--- config.mk ---
export PLATFORM = sky130hd
export DESIGN_NAME = sample_accumulator
export DESIGN_NICKNAME = d
export VERILOG_FILES = /design/src/rtl/sensor_pkg.sv /design/src/rtl/sample_minmax.sv /design/src/rtl/sample_accumulator.sv
export SDC_FILE = /design/constraint.sdc
export NUM_CORES = 1
export LEC_CHECK = 0
export BUFFER_PORTS_ARGS = -buffer_cell sky130_fd_sc_hd__buf_2
export CORE_AREA = 2 2 83 85
export CTS_BUF_LIST = sky130_fd_sc_hd__clkbuf_8
export DETAILED_ROUTE_END_ITERATION = 16
export DIE_AREA = 0 0 85 87
export PLACE_DENSITY = 0.88
export SLEW_MARGIN = 20
export SYNTH_ARGS = -nofsm -noshare
export SYNTH_HDL_FRONTEND = slang
export SYNTH_SLANG_ARGS = --single-unit
--- constraint.sdc ---
create_clock -name clk -period 5.8 [get_ports clk]
set_input_delay 0.58 -clock clk [delete_from_list [all_inputs] [get_ports clk]]
set_output_delay 0.58 -clock clk [all_outputs]
set_load 0.005 [all_outputs]
--- src/rtl/sensor_pkg.sv ---
// Shared definitions for the ring-oscillator temperature sensor path:
// accumulator state encoding and the default datapath widths.
package sensor_pkg;

    typedef enum logic [1:0] {
        ACC_IDLE  = 2'd0,
        ACC_ACCUM = 2'd1,
        ACC_HOLD  = 2'd2
    } acc_state_e;

    localparam int unsigned SENSOR_COUNT_W      = 16;
    localparam int unsigned SENSOR_SUM_W        = 24;
    localparam int unsigned SENSOR_LOG2_SAMPLES = 4;

endpackage

--- src/rtl/sample_minmax.sv ---
// Per-window minimum/maximum tracker for accepted counter samples.
// min_o/max_o present the running extremes including the sample accepted
// in the current cycle, so the parent can register the final window
// extremes on the same edge that accepts the last sample.
module sample_minmax
    import sensor_pkg::*;
#(
    parameter int unsigned COUNT_W = SENSOR_COUNT_W
) (
    input  logic               clk,
    input  logic               rst_n,
    input  logic               clear_i,
    input  logic               valid_i,
    input  logic [COUNT_W-1:0] sample_i,
    output logic [COUNT_W-1:0] min_o,
    output logic [COUNT_W-1:0] max_o
);

    logic [COUNT_W-1:0] min_q, min_d;
    logic [COUNT_W-1:0] max_q, max_d;

    // Next extremes: clear restarts the window, an accepted sample may extend it.
    always_comb begin
        min_d = min_q;
        max_d = max_q;
        if (clear_i) begin
            min_d = '1;
            max_d = '0;
        end else if (valid_i) begin
            if (sample_i < min_q) min_d = sample_i;
            if (sample_i > max_q) max_d = sample_i;
        end
    end

    // Running extremes register.
    always_ff @(posedge clk or negedge rst_n) begin
        if (!rst_n) begin
            min_q <= '1;
            max_q <= '0;
        end else begin
            min_q <= min_d;
            max_q <= max_d;
        end
    end

    assign min_o = min_d;
    assign max_o = max_d;

endmodule

--- src/rtl/sample_accumulator.sv ---
// Windowed accumulator for the ring-oscillator temperature sensor.
// A start request (with en high) opens a window of 2^LOG2_SAMPLES accepted
// samples; at window end the saturating sum, truncated mean and saturation
// flag are published with a one-cycle done pulse and held until the next
// window completes. Optional per-window min/max outputs are built when the
// macro ACC_MINMAX_EN is defined.
module sample_accumulator
    import sensor_pkg::*;
#(
    parameter int unsigned COUNT_W      = SENSOR_COUNT_W,
    parameter int unsigned SUM_W        = SENSOR_SUM_W,
    parameter int unsigned LOG2_SAMPLES = SENSOR_LOG2_SAMPLES
) (
    input  logic               clk,
    input  logic               rst_n,
    input  logic               en,
    input  logic               start,
    input  logic               sample_valid,
    input  logic [COUNT_W-1:0] sample,
    output logic [SUM_W-1:0]   sum,
    output logic [COUNT_W-1:0] avg,
    output logic               done,
    output logic               busy,
    output logic               sat
`ifdef ACC_MINMAX_EN
    ,
    output logic [COUNT_W-1:0] min_s,
    output logic [COUNT_W-1:0] max_s
`endif
);

    localparam int unsigned AW = SUM_W + 1;
    localparam logic [LOG2_SAMPLES-1:0] IDX_LAST = '1;

    acc_state_e              state_q, state_d;
    logic [SUM_W-1:0]        acc_q, acc_d;
    logic [LOG2_SAMPLES-1:0] idx_q, idx_d;
    logic                    satf_q, satf_d;
    logic [SUM_W-1:0]        sum_q, sum_d;
    logic [COUNT_W-1:0]      avg_q, avg_d;
    logic                    sat_q, sat_d;
    logic                    done_q, done_d;
    logic                    clear;
    logic                    accept;
    logic [SUM_W:0]          add_res;

    // Adds a zero-extended sample; on overflow the result sticks at all-ones
    // and the returned MSB flags the overflow.
    function automatic logic [SUM_W:0] sat_add(input logic [SUM_W-1:0]   a,
                                               input logic [COUNT_W-1:0] b);
        logic [AW-1:0] full;
        full = {1'b0, a} + AW'(b);
        if (full[SUM_W]) begin
            return {1'b1, {SUM_W{1'b1}}};
        end
        return full;
    endfunction

    // Truncated mean; works whether the shifted sum is wider or narrower than a sample.
    function automatic logic [COUNT_W-1:0] mean_of(input logic [SUM_W-1:0] s);
        logic [SUM_W-1:0] sh;
        sh = s >> LOG2_SAMPLES;
        return COUNT_W'(sh);
    endfunction

    assign add_res = sat_add(acc_q, sample);

    // Window control, accumulation and result publication.
    always_comb begin
        state_d = state_q;
        acc_d   = acc_q;
        idx_d   = idx_q;
        satf_d  = satf_q;
        sum_d   = sum_q;
        avg_d   = avg_q;
        sat_d   = sat_q;
        done_d  = 1'b0;
        clear   = 1'b0;
        accept  = 1'b0;
        case (state_q)
            ACC_IDLE, ACC_HOLD: begin
                if (en && start) begin
                    state_d = ACC_ACCUM;
                    clear   = 1'b1;
                end
            end
            ACC_ACCUM: begin
                if (!en) begin
                    state_d = ACC_IDLE;
                end else if (start) begin
                    // Restart; a coincident strobe belongs to no window.
                    clear = 1'b1;
                end else if (sample_valid) begin
                    accept = 1'b1;
                    acc_d  = add_res[SUM_W-1:0];
                    satf_d = satf_q | add_res[SUM_W];
                    idx_d  = idx_q + LOG2_SAMPLES'(1);
                    if (idx_q == IDX_LAST) begin
                        state_d = ACC_HOLD;
                        sum_d   = acc_d;
                        avg_d   = mean_of(acc_d);
                        sat_d   = satf_d;
                        done_d  = 1'b1;
                    end
                end
            end
            default: state_d = ACC_IDLE;
        endcase
        if (clear) begin
            acc_d  = '0;
            idx_d  = '0;
            satf_d = 1'b0;
        end
    end

    // State, accumulator and published-result registers.
    always_ff @(posedge clk or negedge rst_n) begin
        if (!rst_n) begin
            state_q <= ACC_IDLE;
            acc_q   <= '0;
            idx_q   <= '0;
            satf_q  <= 1'b0;
            sum_q   <= '0;
            avg_q   <= '0;
            sat_q   <= 1'b0;
            done_q  <= 1'b0;
        end else begin
            state_q <= state_d;
            acc_q   <= acc_d;
            idx_q   <= idx_d;
            satf_q  <= satf_d;
            sum_q   <= sum_d;
            avg_q   <= avg_d;
            sat_q   <= sat_d;
            done_q  <= done_d;
        end
    end

    assign sum  = sum_q;
    assign avg  = avg_q;
    assign sat  = sat_q;
    assign done = done_q;
    assign busy = (state_q == ACC_ACCUM);

`ifdef ACC_MINMAX_EN
    logic [COUNT_W-1:0] run_min, run_max;
    logic [COUNT_W-1:0] min_s_q, max_s_q;

    sample_minmax #(
        .COUNT_W (COUNT_W)
    ) u_minmax (
        .clk      (clk),
        .rst_n    (rst_n),
        .clear_i  (clear),
        .valid_i  (accept),
        .sample_i (sample),
        .min_o    (run_min),
        .max_o    (run_max)
    );

    // Window extremes are published together with the sum.
    always_ff @(posedge clk or negedge rst_n) begin
        if (!rst_n) begin
            min_s_q <= '1;
            max_s_q <= '0;
        end else if (done_d) begin
            min_s_q <= run_min;
            max_s_q <= run_max;
        end
    end

    assign min_s = min_s_q;
    assign max_s = max_s_q;
`endif

endmodule

==> impl_metrics.yaml <==
yosys:
  synthDistinctLibCells: 58
  synth_nets: 424
  synth_async_sr_flop_share_pct: 100
  netlist_area_before_placement_um2: 3430
  synth_enable_flop_cells: 0
  yosys_warnings: 0
  synthCells: 385
  mean_instance_size_in_the_synthesized_netlist_um2: 8.92
  synth.top_cell.area_share_pct: 41.5
  synth-main-ff-cell: "dfrtp_1"
  synth_largest_area_cell: "dfrtp_1"
  synth_seq_cells: 57
  synthTopCellsByArea: "dfrtp_1 42%, nand2_1 6.9%, ha_1 6.2%"
  seq_area_frac_synth_pct: 41.5
global_routing:
  globalRoute.totalOverflow: 0
  global_route_layer_with_the_greatest_usage: "met2"
  globalRouteMet1Util_pct: 31.6
  number_of_antenna_violations_at_the_first_check_in_global_routing: 0
  grt_max_degree: 58
  grt_use_met3_pct: 4.83
  total_grt_usage_pct: 22.9
  grt_first_pass_wirelength_um: 13300
  met2_usage_pct: 36.0
  grt_pass1_vias: 2730
drt:
  antenna_violating_nets_post_route: 0
  detail_route.iter0.violations: 215
  routed_wl_um: 8020
  remaining_drc_errors: 0
  drt_pre_antenna_iters: 5
  routed-via-count: 2971
  routedWlPerCell_um: 15.7
  detail_route.vias_per_cell: 5.81
sta:
  final_hold_viol_count: 0
  worstMarginPinSlew_ps: 1120
  period_needed_ps: 3020
  finClkSkew_ps: 14.8
  timing.final.setup_violations: 0
  final.setup.tns_ps: 0
  report.final.slew_viol_count: 0
  fin_worst_hold_slack_ps: 379
  setup_ws_ps: 2780
  relSlewSlack_pct: 25.5
  clock.fmax_mhz: 332
  min_period_over_period_pct: 52.0
  rsz0062_at_grt: "false"
power:
  ir_drop_mv: 0.183
  power.sequential.fraction_pct: 43.9
  internal_power_uw: 663
  clkPwrFrac_pct: 40.4
  power.switching_fraction_pct: 29.6
  comb_power_share_pct: 15.6
  power_leakage_nw: 1.95
  sw_pwr_uw: 279
  power_per_cell_area_nw_per_um2: 244
clock_network:
  h-tree-depth: 3
  numClockSinks: 57
  hold_buffers: 0
  tritoncts_clock_tree: "done"
  cts_repair_resize_count: 0
  clk_pin_slew_ps: 70
  cts_buffers: 9
  postCtsSetupBuffers: 0
  clock_network_latency_to_the_later_pin_of_the_worst_skew_pair_ps: 350
  clockBufferDepth: 2
  ctsRootBufferMaster: "clkbuf_8"
floorplan:
  die_w_um: 85
  start_util_pct: 52.3
  die_h_um: 87
  dieArea_um2: 7400
  core-area_um2: 6570
  placementRows: 30
  ios: 64
setup_path:
  worstPathRequired_ps: 6040
  path_class: "reg2reg"
  crit-reg2reg-launch: "state_q[0]"
  critPathArrivalTime_ps: 3250
  setup.worst_path.start: "state_q[0]"
  largest_fanout_on_the_critical_path: 43
  worst-r2r-cell-count: 6
  crit_path_start_kind: "flop"
  timing.critical_path.to_type: "flop"
placed_design:
  routabilityCongestion: 0.926
  placement.setup.worst_slack_ps: 2640
  port_buffers: 63
  detailedPlacementHpwl_um: 5700
cells_and_area:
  finalNetCount: 465
  antenna-diode-count: 0
  seqCellArea_um2: 1430
  proportion_of_layout_cells_with_a_drive_suffix_above_1_pct: 21.1
  flow.area_growth_from_synthesis_pct: 12.2
  fillers: 585
  multi_input_comb_area_um2: 1790
run_status:
  run_status: "completed"
hold_path:
  worst_hold_path_type: "in2async"
run:
  maxCapViolations: 0
[final cells by class]
cell class | count | share of cell area, %
multi-input cells | 290 | 46.4
clock inverters | 7 | 2.01
flip-flops and latches | 57 | 37.0
well taps | 80 | 2.60
inverters | 4 | 0.390
repair buffers | 64 | 8.38
clock buffers | 9 | 3.21
[synth_stat cells (3+ instances only)]
| cell | n |
|---|---|
| a21oi_1 | 28 |
| and3_1 | 6 |
| o21ai_1 | 17 |
| a21o_1 | 6 |
| and2_1 | 4 |
| dfrtp_1 | 57 |
| o22a_1 | 3 |
| xor2_1 | 7 |
| a211o_1 | 3 |
| nand4_1 | 5 |
| nor2b_1 | 3 |
| clkbuf_1 | 14 |
| o31ai_1 | 7 |
| o21a_1 | 4 |
| buf_4 | 17 |
| inv_1 | 3 |
| nor3_1 | 7 |
| a311oi_1 | 3 |
| ha_1 | 17 |
| nor2_1 | 28 |
| o21ai_0 | 23 |
| xnor2_1 | 8 |
| nand2_1 | 63 |
| nand3_1 | 9 |
[worst paths after layout]
kind / endpoint / slack [ps]
max reg2reg: sum[13] / 2780
min: sum[9] / 380
min reg2reg: sat / 490
max in group asynchronous: acc_q[6] / 4960
max: sum[13] / 2780
min in group clk: state_q[0] / 480
[routing by layer]
layer | routed length, um | share of wire (%)
met3 | 420 | 5.2
met1 | 3660 | 46
met4 | 143 | 1.8
met5 | 0 | 0
met2 | 3800 | 47
[worst max-delay path, stage by stage (launching register included)]
cell and delay (ps):
dfrtp_1 400, nor2b_1 230, nand4b_1 770, or2_2 910, clkinv_1 270, nand2_1 120, o22a_1 210
[cell usage in the layout (no fill, tap or decap), types with 9 or more instances in the layout]
cell,instances
nand2_1,63
o21ai_0,23
clkbuf_8,9
o21ai_1,17
ha_1,17
nor2_1,27
dfrtp_1,57
buf_2,63
nand3_1,9
a21oi_1,28
[per-stage QoR]
stage / cell area, um2 / std cells / utilization [%] / power (mW)
finish: 3850 / 511 / 58.7 / 0.942
global route: 3850 / 511 / 58.7 / 0.992
CTS: 3850 / 511 / 58.6 / 0.946
detailed placement: 3650 / 495 / 55.6 / 0.566
global placement: 3650 / 495 / 55.6 / 0.561
floorplan: 3430 / 385 / - / 0.523
[registers in the layout, indices dropped and copies added (netlist names)]
register / flops
idx_q: 4
acc_q: 24
done: 1
state_q: 2
sum: 24
satf_q: 1
sat: 1
[power groups by stage]
stage / clock [mW] / sequential, mW / combinational [mW]
CTS: 0.387 / 0.414 / 0.146
global route: 0.412 / 0.415 / 0.165
finish: 0.381 / 0.414 / 0.147
floorplan: 0 / 0.419 / 0.103
global placement: 0 / 0.421 / 0.140
detailed placement: 0 / 0.421 / 0.145
[logic make-up (layout without fill, tap and decap cells)]
| logic type | Yosys count | in the layout | synth area share, % |
|---|---|---|---|
| xor gates and xnor gates | 15 | 15 | 3.83 |
| and+or+nand+nor | 140 | 140 | 19.1 |
| buffers and inverters | 38 | 84 | 6.48 |
| AOI/OAI and AO/OA | 117 | 117 | 22.3 |
| adders and majority gates | 18 | 18 | 6.78 |
| DFF | 57 | 57 | 41.5 |
(Power assumes the default switching activity.)
